--- config.mk ---
export PLATFORM = sky130hd
export DESIGN_NAME = mac_sequencer
export DESIGN_NICKNAME = d
export VERILOG_FILES = /design/src/rtl/mac_pkg.sv /design/src/rtl/mac_accumulator.sv /design/src/rtl/mac_sequencer.sv
export SDC_FILE = /design/constraint.sdc
export NUM_CORES = 1
export LEC_CHECK = 0
export BUFFER_PORTS_ARGS = -buffer_cell sky130_fd_sc_hd__buf_2
export CAP_MARGIN = 20
export CORE_MARGIN = 1
export CORE_UTILIZATION = 40
export DETAILED_ROUTE_END_ITERATION = 10
export HOLD_SLACK_MARGIN = 0.08
export PLACE_DENSITY = 0.66
export RECOVER_POWER = 50
export SETUP_SLACK_MARGIN = 0.05
export SLEW_MARGIN = 20
export SYNTH_ARGS = -nofsm -noshare
export SYNTH_HDL_FRONTEND = slang
export SYNTH_HIERARCHICAL = 1
export SYNTH_SLANG_ARGS = --single-unit
--- constraint.sdc ---
create_clock -name clock -period 2.6 [get_ports clock]
set_input_delay 0.26 -clock clock [delete_from_list [all_inputs] [get_ports clock]]
set_output_delay 0.26 -clock clock [all_outputs]
set_load 0.01 [all_outputs]
--- src/rtl/mac_pkg.sv ---
// Shared types and defaults for the multiply-accumulate sequencer.
package mac_pkg;

  localparam int MAC_OP_W      = 8;
  localparam int MAC_ACC_W     = 20;
  localparam int MAC_TERMS_MAX = 15;
  localparam int MAC_CNT_W     = $clog2(MAC_TERMS_MAX + 1);

  // Sequencer states; the encoding is visible on the seq_state debug port.
  typedef enum logic [2:0] {
    S_IDLE     = 3'd0,
    S_CLEAR    = 3'd1,
    S_WAIT_OP  = 3'd2,
    S_LOAD     = 3'd3,
    S_BEGIN    = 3'd4,
    S_WAIT_MUL = 3'd5,
    S_ACCUM    = 3'd6,
    S_DONE     = 3'd7
  } mac_seq_state_t;

  // Busy covers every state in which a job is in flight.
  function automatic logic is_busy_state(input mac_seq_state_t s);
    return !((s == S_IDLE) || (s == S_DONE));
  endfunction

endpackage

--- src/rtl/mac_accumulator.sv ---
// Accumulator register with synchronous clear, enable and a sticky carry-out.
// The sum wraps modulo 2^ACC_W; carry remembers any wrap until cleared.
module mac_accumulator #(
  parameter int ACC_W = 20,
  parameter int ADD_W = 16
) (
  input  logic             clock,
  input  logic             reset,
  input  logic             clear,
  input  logic             clear_carry,
  input  logic             enable,
  input  logic [ADD_W-1:0] addend,
  output logic [ACC_W-1:0] sum,
  output logic             carry
);

  logic [ACC_W:0] addend_ext;
  logic [ACC_W:0] total;

  // One extra bit on the adder captures the carry out of the top sum bit.
  always_comb begin
    addend_ext = {{(ACC_W + 1 - ADD_W){1'b0}}, addend};
    total      = {1'b0, sum} + addend_ext;
  end

  // Clock-enabled sum and sticky carry; clear takes priority over accumulate.
  always_ff @(posedge clock or posedge reset) begin
    if (reset) begin
      sum   <= '0;
      carry <= 1'b0;
    end else if (clear) begin
      sum   <= '0;
      carry <= 1'b0;
    end else if (clear_carry) begin
      carry <= 1'b0;
    end else if (enable) begin
      sum   <= total[ACC_W-1:0];
      carry <= carry | total[ACC_W];
    end
  end

endmodule

--- src/rtl/mac_sequencer.sv ---
// Sequencer for the shift-add multiply-accumulate datapath.
// Handshake: an operand pair transfers on a rising clock edge where
// op_valid and op_ready are both high; op_ready is high only in WAIT_OP.
// All control outputs come straight from flops (decoded from the next state)
// so mul_begin and friends cannot glitch.
module mac_sequencer import mac_pkg::*; #(
  parameter int N_TERMS = 9,
  parameter int OP_W    = MAC_OP_W,
  parameter int ACC_W   = MAC_ACC_W
) (
  input  logic              clock,
  input  logic              reset,
  input  logic              start,
  input  logic              abort,
  input  logic              op_valid,
  output logic              op_ready,
  input  logic [OP_W-1:0]   op_a,
  input  logic [OP_W-1:0]   op_b,
  output logic [OP_W-1:0]   mul_a,
  output logic [OP_W-1:0]   mul_b,
  output logic              mul_begin,
  input  logic              mul_idle,
  input  logic [2*OP_W-1:0] mult_res,
  output logic [ACC_W-1:0]  result,
  output logic              acc_carry,
  output logic              result_valid,
  output logic              done,
  output logic              busy,
  output logic [2:0]        seq_state
);

  mac_seq_state_t         state_q;
  mac_seq_state_t         state_d;
  logic [MAC_CNT_W-1:0]   count_q;
  logic                   guard_q;
  logic                   abort_hit;
  logic                   acc_clear;
  logic                   acc_en;
  logic                   capture;

  assign seq_state = state_q;

  // State register.
  always_ff @(posedge clock or posedge reset) begin
    if (reset) state_q <= S_IDLE;
    else       state_q <= state_d;
  end

  // Next-state decode and the strobes that steer the datapath.
  always_comb begin
    state_d   = state_q;
    abort_hit = abort && (state_q != S_IDLE);
    unique case (state_q)
      S_IDLE:     if (start && !abort) state_d = S_CLEAR;
      S_CLEAR:    state_d = S_WAIT_OP;
      S_WAIT_OP:  if (op_valid && op_ready) state_d = S_LOAD;
      S_LOAD:     state_d = S_BEGIN;
      S_BEGIN:    state_d = S_WAIT_MUL;
      // The first WAIT_MUL cycle ignores mul_idle: the multiplier only
      // drops End_mul one cycle after it sees the begin strobe.
      S_WAIT_MUL: if (guard_q && mul_idle) state_d = S_ACCUM;
      S_ACCUM:    state_d = (count_q == '0) ? S_DONE : S_WAIT_OP;
      S_DONE:     if (start) state_d = S_CLEAR;
      default:    state_d = S_IDLE;
    endcase
    if (abort_hit) state_d = S_IDLE;
    // CLEAR is only ever entered from IDLE or DONE, so this is the start event.
    acc_clear = (state_d == S_CLEAR);
    acc_en    = (state_q == S_ACCUM) && !abort_hit;
    capture   = (state_q == S_WAIT_OP) && op_valid && op_ready && !abort_hit;
  end

  // Registered control outputs, term counter, guard flag and operand latches.
  always_ff @(posedge clock or posedge reset) begin
    if (reset) begin
      op_ready     <= 1'b0;
      mul_begin    <= 1'b0;
      busy         <= 1'b0;
      done         <= 1'b0;
      result_valid <= 1'b0;
      mul_a        <= '0;
      mul_b        <= '0;
      count_q      <= '0;
      guard_q      <= 1'b0;
    end else begin
      op_ready     <= (state_d == S_WAIT_OP);
      mul_begin    <= (state_d == S_BEGIN);
      busy         <= is_busy_state(state_d);
      done         <= (state_q == S_ACCUM) && (state_d == S_DONE);
      result_valid <= (state_d == S_DONE);
      guard_q      <= (state_q == S_WAIT_MUL);
      if (capture) begin
        mul_a <= op_a;
        mul_b <= op_b;
      end
      if (abort_hit)
        count_q <= '0;
      else if (acc_clear)
        count_q <= MAC_CNT_W'(N_TERMS - 1);
      else if (acc_en && (count_q != '0))
        count_q <= count_q - 1'b1;
    end
  end

  mac_accumulator #(
    .ACC_W (ACC_W),
    .ADD_W (2 * OP_W)
  ) u_acc (
    .clock       (clock),
    .reset       (reset),
    .clear       (acc_clear),
    .clear_carry (abort_hit),
    .enable      (acc_en),
    .addend      (mult_res),
    .sum         (result),
    .carry       (acc_carry)
  );

endmodule

==> metrics.md, run 1 <==
| Metric | Value |
|---|---|
| Slowest CP cell | fa_1 |
| Clock Sinks | 50 |
| Clock Skew | 7.34 ps |
| Actual slew at the worst max-slew pin | 1140 ps |
| Worst setup startpoint | u_acc/sum[0] |
| IO Port Bufs | 82 |
| Post-synth EDFFs | 0 |
| Post-CTS Setup Bufs | 0 |
| Max-cap violation count | 0 |
| Setup WS post-layout | 161 ps |
| # DRC | 0 |
| Reg2reg path depth | 8 |
| Worst flop-to-flop path startpoint | u_acc/sum[0] |
| CTS Buf Count | 5 |
| Maximum net fanout on the critical path | 3 |
| Inst Count DP | 485 |
| First-pass GRT wire length | 12000 µm |
| Starting density of the core | 0.424 |
| Detailed Place HPWL | 5420 µm |
| Final Hold Viols | 0 |
| Detailed-route via count | 2606 |
| Total grt overflow | 0 |
| Post-Route Setup TNS | 0 ps |
| Antenna cells | 0 |
| Final instance area | 3720 µm² |
| RSZ-0062 raised after global routing | true |
| Synth Register Bits | 50 |
| CP endpoint kind | register |
| Post-place setup slack | 35.5 ps |
| CP required | 2800 ps |
| GR Util All Layers | 0.179 |
| Final setup viols | 0 |
| Worst hold path type | in -> reg |
| Syn nets | 364 |
| Average size of a mapped cell | 10.2 µm² |
| Reg-to-reg endpoint | u_acc/sum[18] |
| Cell Area, Synth | 3140 µm² |
| Most common cell after layout, fill and taps aside | dfrtp_1 |
| Via/cell ratio | 5.29 |
| Area Growth Syn to Fin | 18.3% |
| FILL cells | 739 |
| Die area | 8210 µm² |
| Final period utilization | 0.938 |
| Root buf cell | clkbuf_8 |
| Hold WS | 183 ps |
| Critical path endpoint | u_acc/sum[18] |
| Number of global-route vias before repair | 2563 |
| Leak | 1.75 nW |
| Core ar. | 7410 µm² |
| Setup CP Type | reg -> reg |
| Io pins | 83 |
| Startpoint Class | register |
| Largest net degree at the start of global routing | 23 |
| Worst slew margin | 0.243 |
| IR drop worst, VDD | 0.364 mV |
| Fmax | 410 MHz |
| Overall Power | 2.08 mW |
| Synth warn | 6 |
| Synth cell types | 70 |
| Die height | 90.6 µm |
| Ys flop type | dfrtp_1 |
| Clock Latency Late Sink | 300 ps |
| GPL Wtd Cong | 0.862 |
| Mapped Cells | 308 |
| CTS tree | built |
| PD cells | 560 nW/µm² |
| Die width | 90.6 µm |
| Status | complete, no violations |
| CP cell instances | ha_1, fa_1, a21o_1, a22oi_1, o211ai_2, a21oi_1, o32ai_1, mux2_2 |
| Routed wire per std cell | 14.3 µm |
| Final std cells w/o fill | 493 |
| Initial antenna violation count | 0 |
| DR iter-0 viols | 87 |
| Most frequent cells in the layout | dfrtp_1 (50), clkbuf_1 (45), buf_2 (39) |
| Asr flop ratio synth | 1.00 |
| Row count | 31 |
| Final nets | 450 |
| Seq/Total Area, Yosys | 0.398 |
| Slew Limit Fails | 0 |
| CTS H-tree depth | 2 |
| Ratio of cells with drive above 1 in the final layout | 0.236 |
| CTS clk-pin slew, worst paths | 100 ps |
| Critical path arrival | 2640 ps |
| Crit path time final | 2440 ps |
| CP max stage delay | 420 ps |
| Wirelength, routed | 7060 µm |
| R2r setup slk | 160 ps |
| Post-place instance area | 3660 µm² |
| TritonRoute pass-1 iters | 4 |
| Final core utilization | 0.502 |
| Post-route ant nets | 0 |
| Clk buf depth | 2 |
## state kept, by name, summed over array words and instances (netlist names)
| name | count |
|---|---|
| op_ready | 1 |
| mul_a | 8 |
| done | 1 |
| mul_begin | 1 |
| guard_q | 1 |
| busy | 1 |
| count_q | 4 |
| result_valid | 1 |
| u_acc/sum | 20 |
| seq_state | 3 |
| u_acc/carry | 1 |
| mul_b | 8 |
## worst min-delay path by stage
stage,to,slack [ps],cells after the start,startpoint
6_report,mul_a[3],180,2,op_a[3]
5_1_grt,mul_a[3],160,2,op_a[3]
4_1_cts,mul_a[3],180,2,op_a[3]
3_5_place_dp,count_q[0],230,2,reset
3_3_place_gp,count_q[1],220,2,reset
2_1_floorplan,u_acc/carry,240,1,reset
## timing repair
item,in CTS,in global routing
pin swaps,0,1
hold buffers,1,0
endpoints found under the setup margin,1,7
endpoints found under the hold margin,7,0
gates resized for setup,1,2
## cell families after synthesis
group / synth area share
XOR/XNOR: 0.0335
buffers and inverters: 0.0410
AND/OR/NAND/NOR: 0.172
adder cells (fa/ha/maj): 0.0741
AO/OA/AOI/OAI: 0.191
flip-flops: 0.398
multiplexers: 0.0900
## cell usage after synthesis (all sizes together) (2+ instances only)
| cell | instances | area (µm²) |
|---|---|---|
| a211oi | 2 | 15.0 |
| xor2 | 7 | 61.3 |
| and2 | 2 | 12.5 |
| a22o | 2 | 17.5 |
| nand2b | 5 | 38.8 |
| o211ai | 2 | 20.0 |
| nor3b | 2 | 20.0 |
| xnor2 | 5 | 43.8 |
| dfrtp | 50 | 1250 |
| nor2 | 22 | 98.9 |
| a21oi | 21 | 120 |
| o21bai | 2 | 15.0 |
| nand3 | 11 | 55.1 |
| a2111oi | 2 | 30.0 |
| a31oi | 6 | 52.6 |
| nor2b | 6 | 37.5 |
| o21ai | 21 | 109 |
| o21a | 2 | 15.0 |
| a32o | 2 | 20.0 |
| mux2i | 2 | 20.0 |
| nand4 | 2 | 18.8 |
| nand2 | 24 | 90.1 |
| clkbuf | 6 | 22.5 |
| inv | 15 | 56.3 |
| ha | 17 | 213 |
| buf | 6 | 50.0 |
| and3 | 6 | 43.8 |
| a31o | 2 | 17.5 |
| nor3 | 5 | 25.0 |
| and4 | 2 | 17.5 |
| a21o | 8 | 60.1 |
| mux2 | 20 | 263 |
| or3 | 3 | 23.8 |
## power by group
| part | switching, mW | total (mW) | leakage [nW] | internal, mW |
|---|---|---|---|---|
| combinational | 0.392 | 0.680 | 1.03 | 0.288 |
| clock | 0.269 | 0.453 | 0.0362 | 0.184 |
| sequential | 0.0823 | 0.947 | 0.686 | 0.865 |
## routing by layer
metal | wire [µm] | track usage | vias to the layer above
met1 | 3340 | 0.238 | 1226
li1 | - | - | 1289
met2 | 3310 | 0.295 | 84
met4 | 58 | 0.0444 | 0
met5 | 0 | 0 | -
met3 | 353 | 0.0362 | 7
## worst max-delay path: cells and delay by family, from the launching register on
kind / cells / cell delay (ps)
compound gates: 5 / 1000
mux: 1 / 300
flops: 1 / 410
fa+ha+maj: 2 / 640
## cell type report
class | instances | area [µm²] | area share
multi-input combinational | 231 | 1780 | 0.479
sequential | 50 | 1250 | 0.337
timing repair buffer | 91 | 419 | 0.113
tap | 99 | 124 | 0.0333
clock buffer | 5 | 68.8 | 0.0185
inverter | 15 | 56.3 | 0.0152
clock inverter | 2 | 15.0 | 0.00404
Power figures use the tool's default switching activity.
==> inputs of run 2 (changes only) <==
Settings changed: PLACE_DENSITY 0.66 to 0.63.
==> run 2 against run 1 <==
Against the previous run:
- the run now ends with max-capacitance violations, max-slew violations left
- maximum frequency rose by 3.2%
- via count fell by 0.77%
- core utilization rose by 0.41 points
- sequential cell count did not move
- cell count rose by 0.41%
- register-to-register slack improved by 70 ps
- clock power rose by 32%
- non-clock buffer count rose by 1
- clock skew fell by 1.5 ps
- largest power group unchanged
==> metrics.md, run 2 (synthesized netlist as in run 1, its figures left out) <==
| Metric | Value |
|---|---|
| Status | finished, violations left (was complete, no violations) |
| Failing checks | max-capacitance violations, max-slew violations |
| Actual slew at the worst max-slew pin | 1540 ps (was 1140 ps) |
| Die width | 90.6 µm (unchanged) |
| Overall Power | 2.22 mW (was 2.08 mW) |
| Number of flip-flops in the largest register | 20 (unchanged) |
| Die height | 90.6 µm (unchanged) |
| Final Hold Viols | 0 (unchanged) |
| Slew Limit Fails | 30 (was 0) |
| Most frequent cells in the layout | dfrtp_1 (50), clkbuf_1 (45), buf_2 (39) (unchanged) |
| Worst slew margin | -0.0291 (was 0.243) |
| CP required | 2790 ps (was 2800 ps) |
| Reg-to-reg endpoint | u_acc/sum[12] (was u_acc/sum[18]) |
| RSZ-0062 raised after global routing | false (was true) |
| Wirelength, routed | 7050 µm (was 7060 µm) |
| Clock Latency Late Sink | 300 ps (about the same) |
| Worst setup startpoint | u_acc/sum[0] (unchanged) |
| Largest Register | u_acc/sum (unchanged) |
| Critical path endpoint | u_acc/sum[12] (was u_acc/sum[18]) |
| Routed wire per std cell | 14.2 µm (was 14.3 µm) |
| CTS clk-pin slew, worst paths | 100 ps (about the same) |
| Clock Skew | 5.85 ps (was 7.34 ps) |
| Worst flop-to-flop path startpoint | u_acc/sum[0] (unchanged) |
| Reg2reg path depth | 8 (unchanged) |
| Final nets | 451 (was 450) |
| PD cells | 593 nW/µm² (was 560 nW/µm²) |
| Ratio of cells with drive above 1 in the final layout | 0.237 (was 0.236) |
| CTS tree | built (unchanged) |
| Final core utilization | 0.506 (was 0.502) |
| GPL Wtd Cong | 0.832 (was 0.862) |
| Io pins | 83 (unchanged) |
| Inst Count DP | 486 (was 485) |
| Root buf cell | clkbuf_8 (unchanged) |
| TritonRoute pass-1 iters | 4 (unchanged) |
| DR iter-0 viols | 86 (was 87) |
| First-pass GRT wire length | 11700 µm (was 12000 µm) |
| Final std cells w/o fill | 495 (was 493) |
| Startpoint Class | register (unchanged) |
| Post-Route Setup TNS | 0 ps (unchanged) |
| Worst hold path type | in -> reg (unchanged) |
| CP endpoint kind | register (unchanged) |
| Most common cell after layout, fill and taps aside | dfrtp_1 (unchanged) |
| Clk buf depth | 2 (unchanged) |
| Post-place setup slack | 228 ps (was 35.5 ps) |
| IO Port Bufs | 82 (unchanged) |
| Antenna cells | 0 (unchanged) |
| Setup WS post-layout | 235 ps (was 161 ps) |
| Top Registers | u_acc/sum x20, mul_a x8, mul_b x8 (unchanged) |
| Via/cell ratio | 5.22 (was 5.29) |
| Post-route ant nets | 0 (unchanged) |
| Starting density of the core | 0.424 (unchanged) |
| Critical path arrival | 2550 ps (was 2640 ps) |
| Total grt overflow | 0 (unchanged) |
| Die area | 8210 µm² (unchanged) |
| Core ar. | 7410 µm² (unchanged) |
| Final period utilization | 0.909 (was 0.938) |
| R2r setup slk | 240 ps (was 160 ps) |
| Initial antenna violation count | 0 (unchanged) |
| IR drop worst, VDD | 0.343 mV (was 0.364 mV) |
| Row count | 31 (unchanged) |
| Setup CP Type | reg -> reg (unchanged) |
| Clock Sinks | 50 (unchanged) |
| Detailed Place HPWL | 5320 µm (was 5420 µm) |
| Largest net degree at the start of global routing | 30 (was 23) |
| Leak | 1.78 nW (was 1.75 nW) |
| Hold_sp | op_a[7] (was op_a[3]) |
| Crit path time final | 2360 ps (was 2440 ps) |
| Number of global-route vias before repair | 2468 (was 2563) |
| Area Growth Syn to Fin | 19.2% (was 18.3%) |
| Maximum net fanout on the critical path | 5 (was 3) |
| Max-cap violation count | 1 (was 0) |
| # DRC | 0 (unchanged) |
| Fmax | 423 MHz (was 410 MHz) |
| GR Util All Layers | 0.175 (was 0.179) |
| CTS Buf Count | 5 (unchanged) |
| CTS H-tree depth | 2 (unchanged) |
| Final setup viols | 0 (unchanged) |
| Detailed-route via count | 2586 (was 2606) |
## run 2: cell count changes in the layout (fill, tap and decap cells not counted), sizes merged
| cell | change |
|---|---|
| bufinv | +1 |
| clkinvlp | -2 |
| inv | +1 |
| buf | +1 |
| clkbuf | +1 |
## run 2: how the worst min path moves through the flow
stage,cells past startpoint,to
floorplan,1,u_acc/carry
global placement,3,count_q[2]
detailed placement,3,count_q[2]
CTS,2,mul_b[6]
global route,2,mul_b[5]
finish,2,mul_a[7]
## run 2: where the power goes
group,internal (mW),switching (mW),total [mW]
clock,0.317,0.282,0.599
sequential,0.865,0.0764,0.942
combinational,0.287,0.394,0.682
total,1.47,0.752,2.22
## run 2: metal layers
metal | routed length (µm) | vias up | global-route usage
met3 | 383 | 11 | 0.0396
met1 | 3480 | 1194 | 0.246
met5 | 0 | - | 0
li1 | - | 1299 | -
met4 | 82 | 0 | 0.0403
met2 | 3100 | 82 | 0.274
## run 2: critical path: stages (launching register included)
cell      delay, ps
dfrtp_1         400
ha_1            210
fa_1            400
a21o_1          210
a221oi_2        440
o21ai_0         160
a21oi_1         190
xor2_1          140
o21ai_0          90
## run 2: area by class of cell
cell class	count	area, µm²
clock buffer	6	82.6
clock inverter	2	38.8
fill	721	3660
inverter	15	56.3
multi-input combinational	231	1770
sequential	50	1250
tap	99	124
timing repair buffer	92	427
## run 2: through the flow
stage	cell area [µm²]	hold WS, ps
CTS	3800	168
finish	3750	181
floorplan	3140	237
detailed placement	3670	365
global placement	3670	359
global route	3750	168
## run 2: timing repair
action | CTS | global route
resized for setup | 0 | 1
hold endpoints to repair | 29 | 0
hold buffers | 1 | 0
buffers inserted | 0 | 0
endpoints found under the setup margin | 0 | 4
